### src/rtl/tdm_demux_if.sv
// ---------------------------------------------------------------------------
// tdm_demux_if
//
// Purpose : Bundles the serial TDM input strobes and the demultiplexed frame
//           outputs of tdm_demux into one interface.
//
// Signals : en         - slot strobe; din/sync only count on edges with en=1
//           sync       - frame start, marks slot 0
//           din        - serial data, one bit per slot
//           dout       - last completed frame, slot k on dout[k]
//           dout_valid - one-cycle pulse when dout takes a new frame
//           frame_err  - one-cycle pulse when a partial frame is aborted
//           parity_err - (only with PARITY_CHECK_EN) one-cycle pulse
//                        alongside dout_valid on a parity mismatch
//
// Modports: master - the side feeding the serial stream (testbench, framer)
//           slave  - the demultiplexer itself
//
// Build option: define PARITY_CHECK_EN to add the parity_err signal.
// ---------------------------------------------------------------------------
interface tdm_demux_if #(
    parameter int SLOTS = 8
);
    logic             en;
    logic             sync;
    logic             din;
    logic [SLOTS-1:0] dout;
    logic             dout_valid;
    logic             frame_err;
`ifdef PARITY_CHECK_EN
    logic             parity_err;

    modport master (
        output en, sync, din,
        input  dout, dout_valid, frame_err, parity_err
    );

    modport slave (
        input  en, sync, din,
        output dout, dout_valid, frame_err, parity_err
    );
`else
    modport master (
        output en, sync, din,
        input  dout, dout_valid, frame_err
    );

    modport slave (
        input  en, sync, din,
        output dout, dout_valid, frame_err
    );
`endif
endinterface

### src/rtl/tdm_demux.sv
// ---------------------------------------------------------------------------
// tdm_demux
//
// Purpose : Serial time-division demultiplexer. A frame is SLOTS bits long,
//           one bit per en=1 clock edge, with sync marking slot 0. The bits
//           are collected into a buffer and, once the last slot arrives, the
//           whole frame is presented in parallel on dout with a one-cycle
//           dout_valid pulse. A sync arriving mid-frame aborts the partial
//           frame (frame_err pulse, dout untouched) and starts a new one
//           using that same bit as slot 0.
//
// Parameters: SLOTS - slots per frame, legal range 2..16
//
// Ports   : clk   - single clock, rising edge
//           rst_n - asynchronous active-low reset
//           bus   - tdm_demux_if.slave (en, sync, din in;
//                   dout, dout_valid, frame_err [, parity_err] out)
//
// Build option: PARITY_CHECK_EN
//           When defined, each frame carries one extra slot after slot
//           SLOTS-1 with even parity over the data slots. The FSM gains a
//           PAR state to sample it; parity_err pulses with dout_valid on a
//           mismatch, and dout is updated regardless. When undefined, frames
//           are exactly SLOTS slots and there is no PAR state.
// ---------------------------------------------------------------------------
module tdm_demux #(
    parameter int SLOTS = 8
) (
    input logic        clk,
    input logic        rst_n,
    tdm_demux_if.slave bus
);

    // Counter spans 0..SLOTS inclusive (SLOTS is parked there in PAR).
    localparam int CNT_W = $clog2(SLOTS + 1);

`ifdef PARITY_CHECK_EN
    typedef enum logic [1:0] {
        IDLE = 2'd0,
        RECV = 2'd1,
        PAR  = 2'd2
    } state_t;
`else
    typedef enum logic {
        IDLE = 1'b0,
        RECV = 1'b1
    } state_t;
`endif

    state_t           state;
    state_t           state_nxt;
    logic [CNT_W-1:0] cnt;
    logic [CNT_W-1:0] cnt_nxt;
    logic [SLOTS-1:0] frame_buf;
    logic [SLOTS-1:0] frame_buf_nxt;
    logic [SLOTS-1:0] frame_out;
    logic [SLOTS-1:0] frame_out_nxt;
    logic             valid_pulse;
    logic             valid_pulse_nxt;
    logic             err_pulse;
    logic             err_pulse_nxt;
`ifdef PARITY_CHECK_EN
    logic             par_pulse;
    logic             par_pulse_nxt;
`endif

    // Buffer as it would look with din written into the slot the counter
    // points at. A compare loop is used instead of frame_buf[cnt] so the
    // counter (one bit wider than a slot index) never drives a bit select.
    logic [SLOTS-1:0] buf_with_din;
    logic             last_slot;

    always_comb begin
        buf_with_din = frame_buf;
        for (int k = 0; k < SLOTS; k++) begin
            if (cnt == CNT_W'(k)) begin
                buf_with_din[k] = bus.din;
            end
        end
    end

    assign last_slot = (cnt == CNT_W'(SLOTS - 1));

    // Next-state and output logic. Pulses default low so they last exactly
    // one cycle; every edge with en=0 leaves state, counter and buffer alone.
    always_comb begin
        state_nxt       = state;
        cnt_nxt         = cnt;
        frame_buf_nxt   = frame_buf;
        frame_out_nxt   = frame_out;
        valid_pulse_nxt = 1'b0;
        err_pulse_nxt   = 1'b0;
`ifdef PARITY_CHECK_EN
        par_pulse_nxt   = 1'b0;
`endif

        if (bus.en) begin
            case (state)
                IDLE: begin
                    // Without sync the bit belongs to no frame and is dropped.
                    if (bus.sync) begin
                        frame_buf_nxt = {{(SLOTS-1){1'b0}}, bus.din};
                        cnt_nxt       = CNT_W'(1);
                        state_nxt     = RECV;
                    end
                end

                RECV: begin
                    if (bus.sync) begin
                        // Early sync: discard the partial frame and treat this
                        // bit as slot 0 of the new one.
                        err_pulse_nxt = 1'b1;
                        frame_buf_nxt = {{(SLOTS-1){1'b0}}, bus.din};
                        cnt_nxt       = CNT_W'(1);
                    end else if (last_slot) begin
                        frame_buf_nxt = buf_with_din;
`ifdef PARITY_CHECK_EN
                        cnt_nxt       = CNT_W'(SLOTS);
                        state_nxt     = PAR;
`else
                        // Publish straight from the merged buffer so the
                        // frame is out one cycle after its last slot.
                        frame_out_nxt   = buf_with_din;
                        valid_pulse_nxt = 1'b1;
                        cnt_nxt         = '0;
                        state_nxt       = IDLE;
`endif
                    end else begin
                        frame_buf_nxt = buf_with_din;
                        cnt_nxt       = cnt + CNT_W'(1);
                    end
                end

`ifdef PARITY_CHECK_EN
                PAR: begin
                    if (bus.sync) begin
                        err_pulse_nxt = 1'b1;
                        frame_buf_nxt = {{(SLOTS-1){1'b0}}, bus.din};
                        cnt_nxt       = CNT_W'(1);
                        state_nxt     = RECV;
                    end else begin
                        // Even parity: the parity bit must equal the XOR of
                        // the data slots. The frame is published either way.
                        frame_out_nxt   = frame_buf;
                        valid_pulse_nxt = 1'b1;
                        par_pulse_nxt   = bus.din ^ (^frame_buf);
                        cnt_nxt         = '0;
                        state_nxt       = IDLE;
                    end
                end
`endif

                default: begin
                    state_nxt = IDLE;
                    cnt_nxt   = '0;
                end
            endcase
        end
    end

    always_ff @(posedge clk or negedge rst_n) begin
        if (!rst_n) begin
            state       <= IDLE;
            cnt         <= '0;
            frame_buf   <= '0;
            frame_out   <= '0;
            valid_pulse <= 1'b0;
            err_pulse   <= 1'b0;
`ifdef PARITY_CHECK_EN
            par_pulse   <= 1'b0;
`endif
        end else begin
            state       <= state_nxt;
            cnt         <= cnt_nxt;
            frame_buf   <= frame_buf_nxt;
            frame_out   <= frame_out_nxt;
            valid_pulse <= valid_pulse_nxt;
            err_pulse   <= err_pulse_nxt;
`ifdef PARITY_CHECK_EN
            par_pulse   <= par_pulse_nxt;
`endif
        end
    end

    assign bus.dout       = frame_out;
    assign bus.dout_valid = valid_pulse;
    assign bus.frame_err  = err_pulse;
`ifdef PARITY_CHECK_EN
    assign bus.parity_err = par_pulse;
`endif

endmodule

### src/flat_wrapper.sv
// flat-port wrapper written by rule: the top's interface ports become plain ports
module tdm_demux_flat 
#(
    parameter int SLOTS = 8
)
  (clk, rst_n, bus_en, bus_sync, bus_din, bus_dout, bus_dout_valid, bus_frame_err);
  tdm_demux_if #(.SLOTS(SLOTS)) bus_i ();
  input logic clk;
  input logic rst_n;
  input wire logic [$bits(bus_i.en)-1:0] bus_en;
  input wire logic [$bits(bus_i.sync)-1:0] bus_sync;
  input wire logic [$bits(bus_i.din)-1:0] bus_din;
  output wire logic [$bits(bus_i.dout)-1:0] bus_dout;
  output wire logic [$bits(bus_i.dout_valid)-1:0] bus_dout_valid;
  output wire logic [$bits(bus_i.frame_err)-1:0] bus_frame_err;
  assign bus_i.en = bus_en;
  assign bus_i.sync = bus_sync;
  assign bus_i.din = bus_din;
  assign bus_dout = bus_i.dout;
  assign bus_dout_valid = bus_i.dout_valid;
  assign bus_frame_err = bus_i.frame_err;
  tdm_demux #(.SLOTS(SLOTS)) u_core (.clk(clk), .rst_n(rst_n), .bus(bus_i));
endmodule
### config.mk
export PLATFORM = sky130hd
export DESIGN_NAME = tdm_demux_flat
export DESIGN_NICKNAME = d
export VERILOG_FILES = /design/src/rtl/tdm_demux_if.sv /design/src/rtl/tdm_demux.sv /design/src/flat_wrapper.sv
export SDC_FILE = /design/constraint.sdc
export NUM_CORES = 1
export LEC_CHECK = 0
export CORE_MARGIN = 8
export CORE_UTILIZATION = 44
export CTS_CLUSTER_SIZE = 16
export DETAILED_ROUTE_END_ITERATION = 10
export DONT_BUFFER_PORTS = 1
export GPL_TIMING_DRIVEN = 1
export HOLD_SLACK_MARGIN = 0.08
export PLACE_DENSITY_LB_ADDON = 0.15
export SLEW_MARGIN = 10
export SYNTH_ARGS = -nofsm -noshare
export SYNTH_HDL_FRONTEND = slang
export SYNTH_SLANG_ARGS = --single-unit
### constraint.sdc
create_clock -name clk -period 2.4 [get_ports clk]
set_input_delay 0.48 -clock clk [delete_from_list [all_inputs] [get_ports clk]]
set_output_delay 0.48 -clock clk [all_outputs]
set_load 0.02 [all_outputs]
==> impl_results.md <==
- Number of antenna violations at the first check in global routing: 0
- Post-Syn Area per Cell: 12.6 µm²
- Die Ht: 71.1 µm
- Final worst path period need: 1.93 ns
- Core ar.: 2980 µm²
- Via count of the first global-routing pass: a little under 800
- Port Buffer Count: 0
- Crit. Startpoint: u_core.cnt[0]
- TritonCTS clock tree: yes
- Standard-cell rows: 20
- Clock root buffer master: clkbuf_4
- Worst Path Max Fanout: 6
- Clock network latency to the later pin of the worst-skew pair: 0.31 ns
- Share of synthesized area occupied by flip-flops and latches: 43.2%
- Tcrit/Tclk final: 80.4%
- Power per cell area: between 500 and 600 nW/µm²
- R2r startpoint: u_core.cnt[0]
- Number of library cell types mapped by synthesis: 29
- Routed wire length: between 2000 and 2500 µm
- Number of max-slew violations in the final report: 0
- Number of nets in the synthesized netlist: 116
- H-tree depth reported by CTS: 1
- Share of post-route cells with drive strength above 1: 29.5%
- Placer's final routability congestion estimate: approximately 0.7
- Net count, final: about 120
- Largest net degree at the start of global routing: 24
- Critical Path Sink Type: flip-flop
- I/O pin count: 15
- Count of final setup violators: 0
- CTS Buf Count: 3
- Setup bufs post-CTS: 0
- Unrepaired setup endpoints after global routing: no
- Width of the die: 71.1 µm
- Initial Util: between 40 and 50%
- Max-slew headroom at the worst pin: 30.2%
- Dominant combinational cell family by area after synthesis: multiplexers
- Detailed router's first-iteration violation count: 33
- CTS clk-pin slew, worst paths: 0.13 ns
- Flop and latch count out of synthesis: 23
- Largest vdd supply drop: 0.313 mV
- Post-Synth Simple-Gate Area: 17.0%
- Global-route congestion overflow total: 0
- Post-Synth XOR/XNOR Area: 0%
- Placed wire-length estimate after detailed placement: ~1700 µm
- Total via count after detailed routing: 784
- Multiplexer share of the synthesized area: 17.6%
- Reported leakage power: 0.760 nW
- Global-route wire length before repair: 4000 µm
- Worst Hold Class: input port to flip-flop
- Number of antenna-violating nets in the routed design: 0
- Type of element launching the critical path: flip-flop
- Clock net sink count: 23
- Number of hold violations in the final report: 0
- Crit Path Category: flip-flop to flip-flop
- Area growth from synthesis to layout: 2.72%
- Clock skew: 0.00935 ns
- Final-layout fill cell count: about 290
- Die Footprint: 5050 µm²
- Maximum number of buffers from clock root to sink: 2
- Number of iterations in the first detailed-routing pass: 2
- Cell count after synthesis: ~110
- Number of max-cap violations: 0
- Total Negative Setup Slacks: 0 ns
- Netlist area before placement: 1330 µm²
- Total chip power: 0.780 mW
- DRC errors left: 0
- Share of synthesized cell area in full adder, half adder and majority cells: 4.69%
- Yosys warning count: 0
- Antenna fix cells: 0
- Vias/cell: 5.68
- Hold path start: bus_sync
- Average detailed-routed wire length per instance: 16.9 µm
- Overall global routing resource usage: between 9 and 10%
- Arrival @ worst endpoint: ~2.1 ns
- Max Fclk: 0.518 GHz
- Share of the synthesized area in compound gates (AO/OA/AOI/OAI): 12.5%
- Outcome: finished clean
- CP required: ~2.6 ns
- Worst Tran Pin Value: 1.04 ns
## final cells by class
cell class	instances	area, µm²	area share, %
flip-flops and latches	23	576	42.0
well taps	33	41.3	3.01
repair buffers	1	10.0	0.731
clock buffers	4	26.3	1.92
multi-input cells	70	691	50.4
inverters	7	26.3	1.92
## layout by cell type, fill, tap and decap left out, drive strengths merged
cell and count:
nor3b 5, and3b 1, ha 5, and4bb 1
nand3b 6, nor2b 1, a211o 1, a32o 3
inv 7, a21oi 5, nand2 5, dfrtp 23
o22ai 4, o21a 1, o31ai 1, nor2 1
and3 1, mux2 17, a31o 1, a22o 1
nand3 1, dlygate4sd3 1, clkbuf 4, a21o 1
mux2i 1, o21ai 7
## layer usage
| layer | vias to the layer above | track usage, % | routed length, µm |
|---|---|---|---|
| li1 | 381 | - | - |
| met1 | 391 | 11.4 | 1100 |
| met2 | 10 | 16.9 | 1130 |
| met3 | 2 | 4.10 | 96 |
| met4 | 0 | 2.08 | 13 |
| met5 | - | 0 | 0 |
## power by group
part	internal [mW]	total [mW]	switching (mW)
registers	0.411	0.450	0.0393
clock network	0.0649	0.180	0.115
logic	0.0767	0.150	0.0729
total	0.553	0.780	0.227
## synth_stat cells, drive strengths merged
master	n	area share, %
nand3	1	0.37
and3	1	0.47
o22ai	4	1.9
a211o	1	0.75
nor2	1	1.5
inv	7	2.0
a32o	3	2.3
nor3b	5	2.8
and4bb	1	0.94
nand3b	6	8.3
dfrtp	23	43
nor2b	1	0.47
a21oi	5	1.9
mux2i	1	0.75
clkbuf	1	0.28
nand2	5	1.4
and3b	1	0.66
a22o	1	0.66
buf	5	2.8
ha	5	4.7
mux2	17	17
a31o	1	0.66
o31ai	1	0.56
o21ai	7	2.6
o21a	1	0.56
a21o	1	0.66
## sequential cells by signal, summed over array words and instances, names as in the netlist
| register | count |
|---|---|
| u_core.bus.dout | 8 |
| u_core.frame_buf | 8 |
| u_core.bus.dout_valid | 1 |
| u_core.state | 1 |
| u_core.cnt | 4 |
| u_core.bus.frame_err | 1 |
## worst paths after layout
kind / end / slack (ns) / cells past startpoint
setup / recovery: u_core.bus.dout[2] / 0.47 / 5
hold / removal: u_core.state / 0.28 / 2
setup reg to reg: u_core.bus.dout[2] / 0.47 / 5
hold reg to reg: u_core.frame_buf[1] / 0.51 / 1
max in group asynchronous: u_core.bus.dout[4] / 0.98 / 1
min in group asynchronous: u_core.cnt[0] / 0.78 / 1
## what timing repair did
item	in CTS	in global routing
endpoints found under the setup margin	0	0
gates resized for setup	0	0
hold buffers	1	0
endpoints found under the hold margin	23	0
## per-stage QoR
step / hold WS [ns] / std cells / utilization, % / instance area (µm²) / worst slack (ns)
6_report: 0.282 / 138 / 46.0 / 1370 / 0.471
5_1_grt: 0.258 / 138 / 46.0 / 1370 / 0.360
4_1_cts: 0.270 / 138 / 46.0 / 1370 / 0.436
3_5_place_dp: 0.185 / 133 / 44.8 / 1330 / 0.458
3_3_place_gp: 0.185 / 133 / 44.8 / 1330 / 0.472
2_1_floorplan: 0.184 / 106 / - / 1330 / 0.659
## worst max-delay path: stages, from the launching register on
cell     delay, ns
dfrtp_1       0.47
inv_1         0.13
ha_1          0.22
nor3b_1       0.37
mux2_2        0.38
mux2_2        0.26
## cell families (layout without fill, tap and decap cells)
logic type	count (synthesis)	in the layout
adders and majority gates	5	5
AOI/OAI and AO/OA	25	25
DFF	23	23
buffers and inverters	13	12
and+or+nand+nor	22	22
muxes	18	18
(Power assumes the default switching activity.)
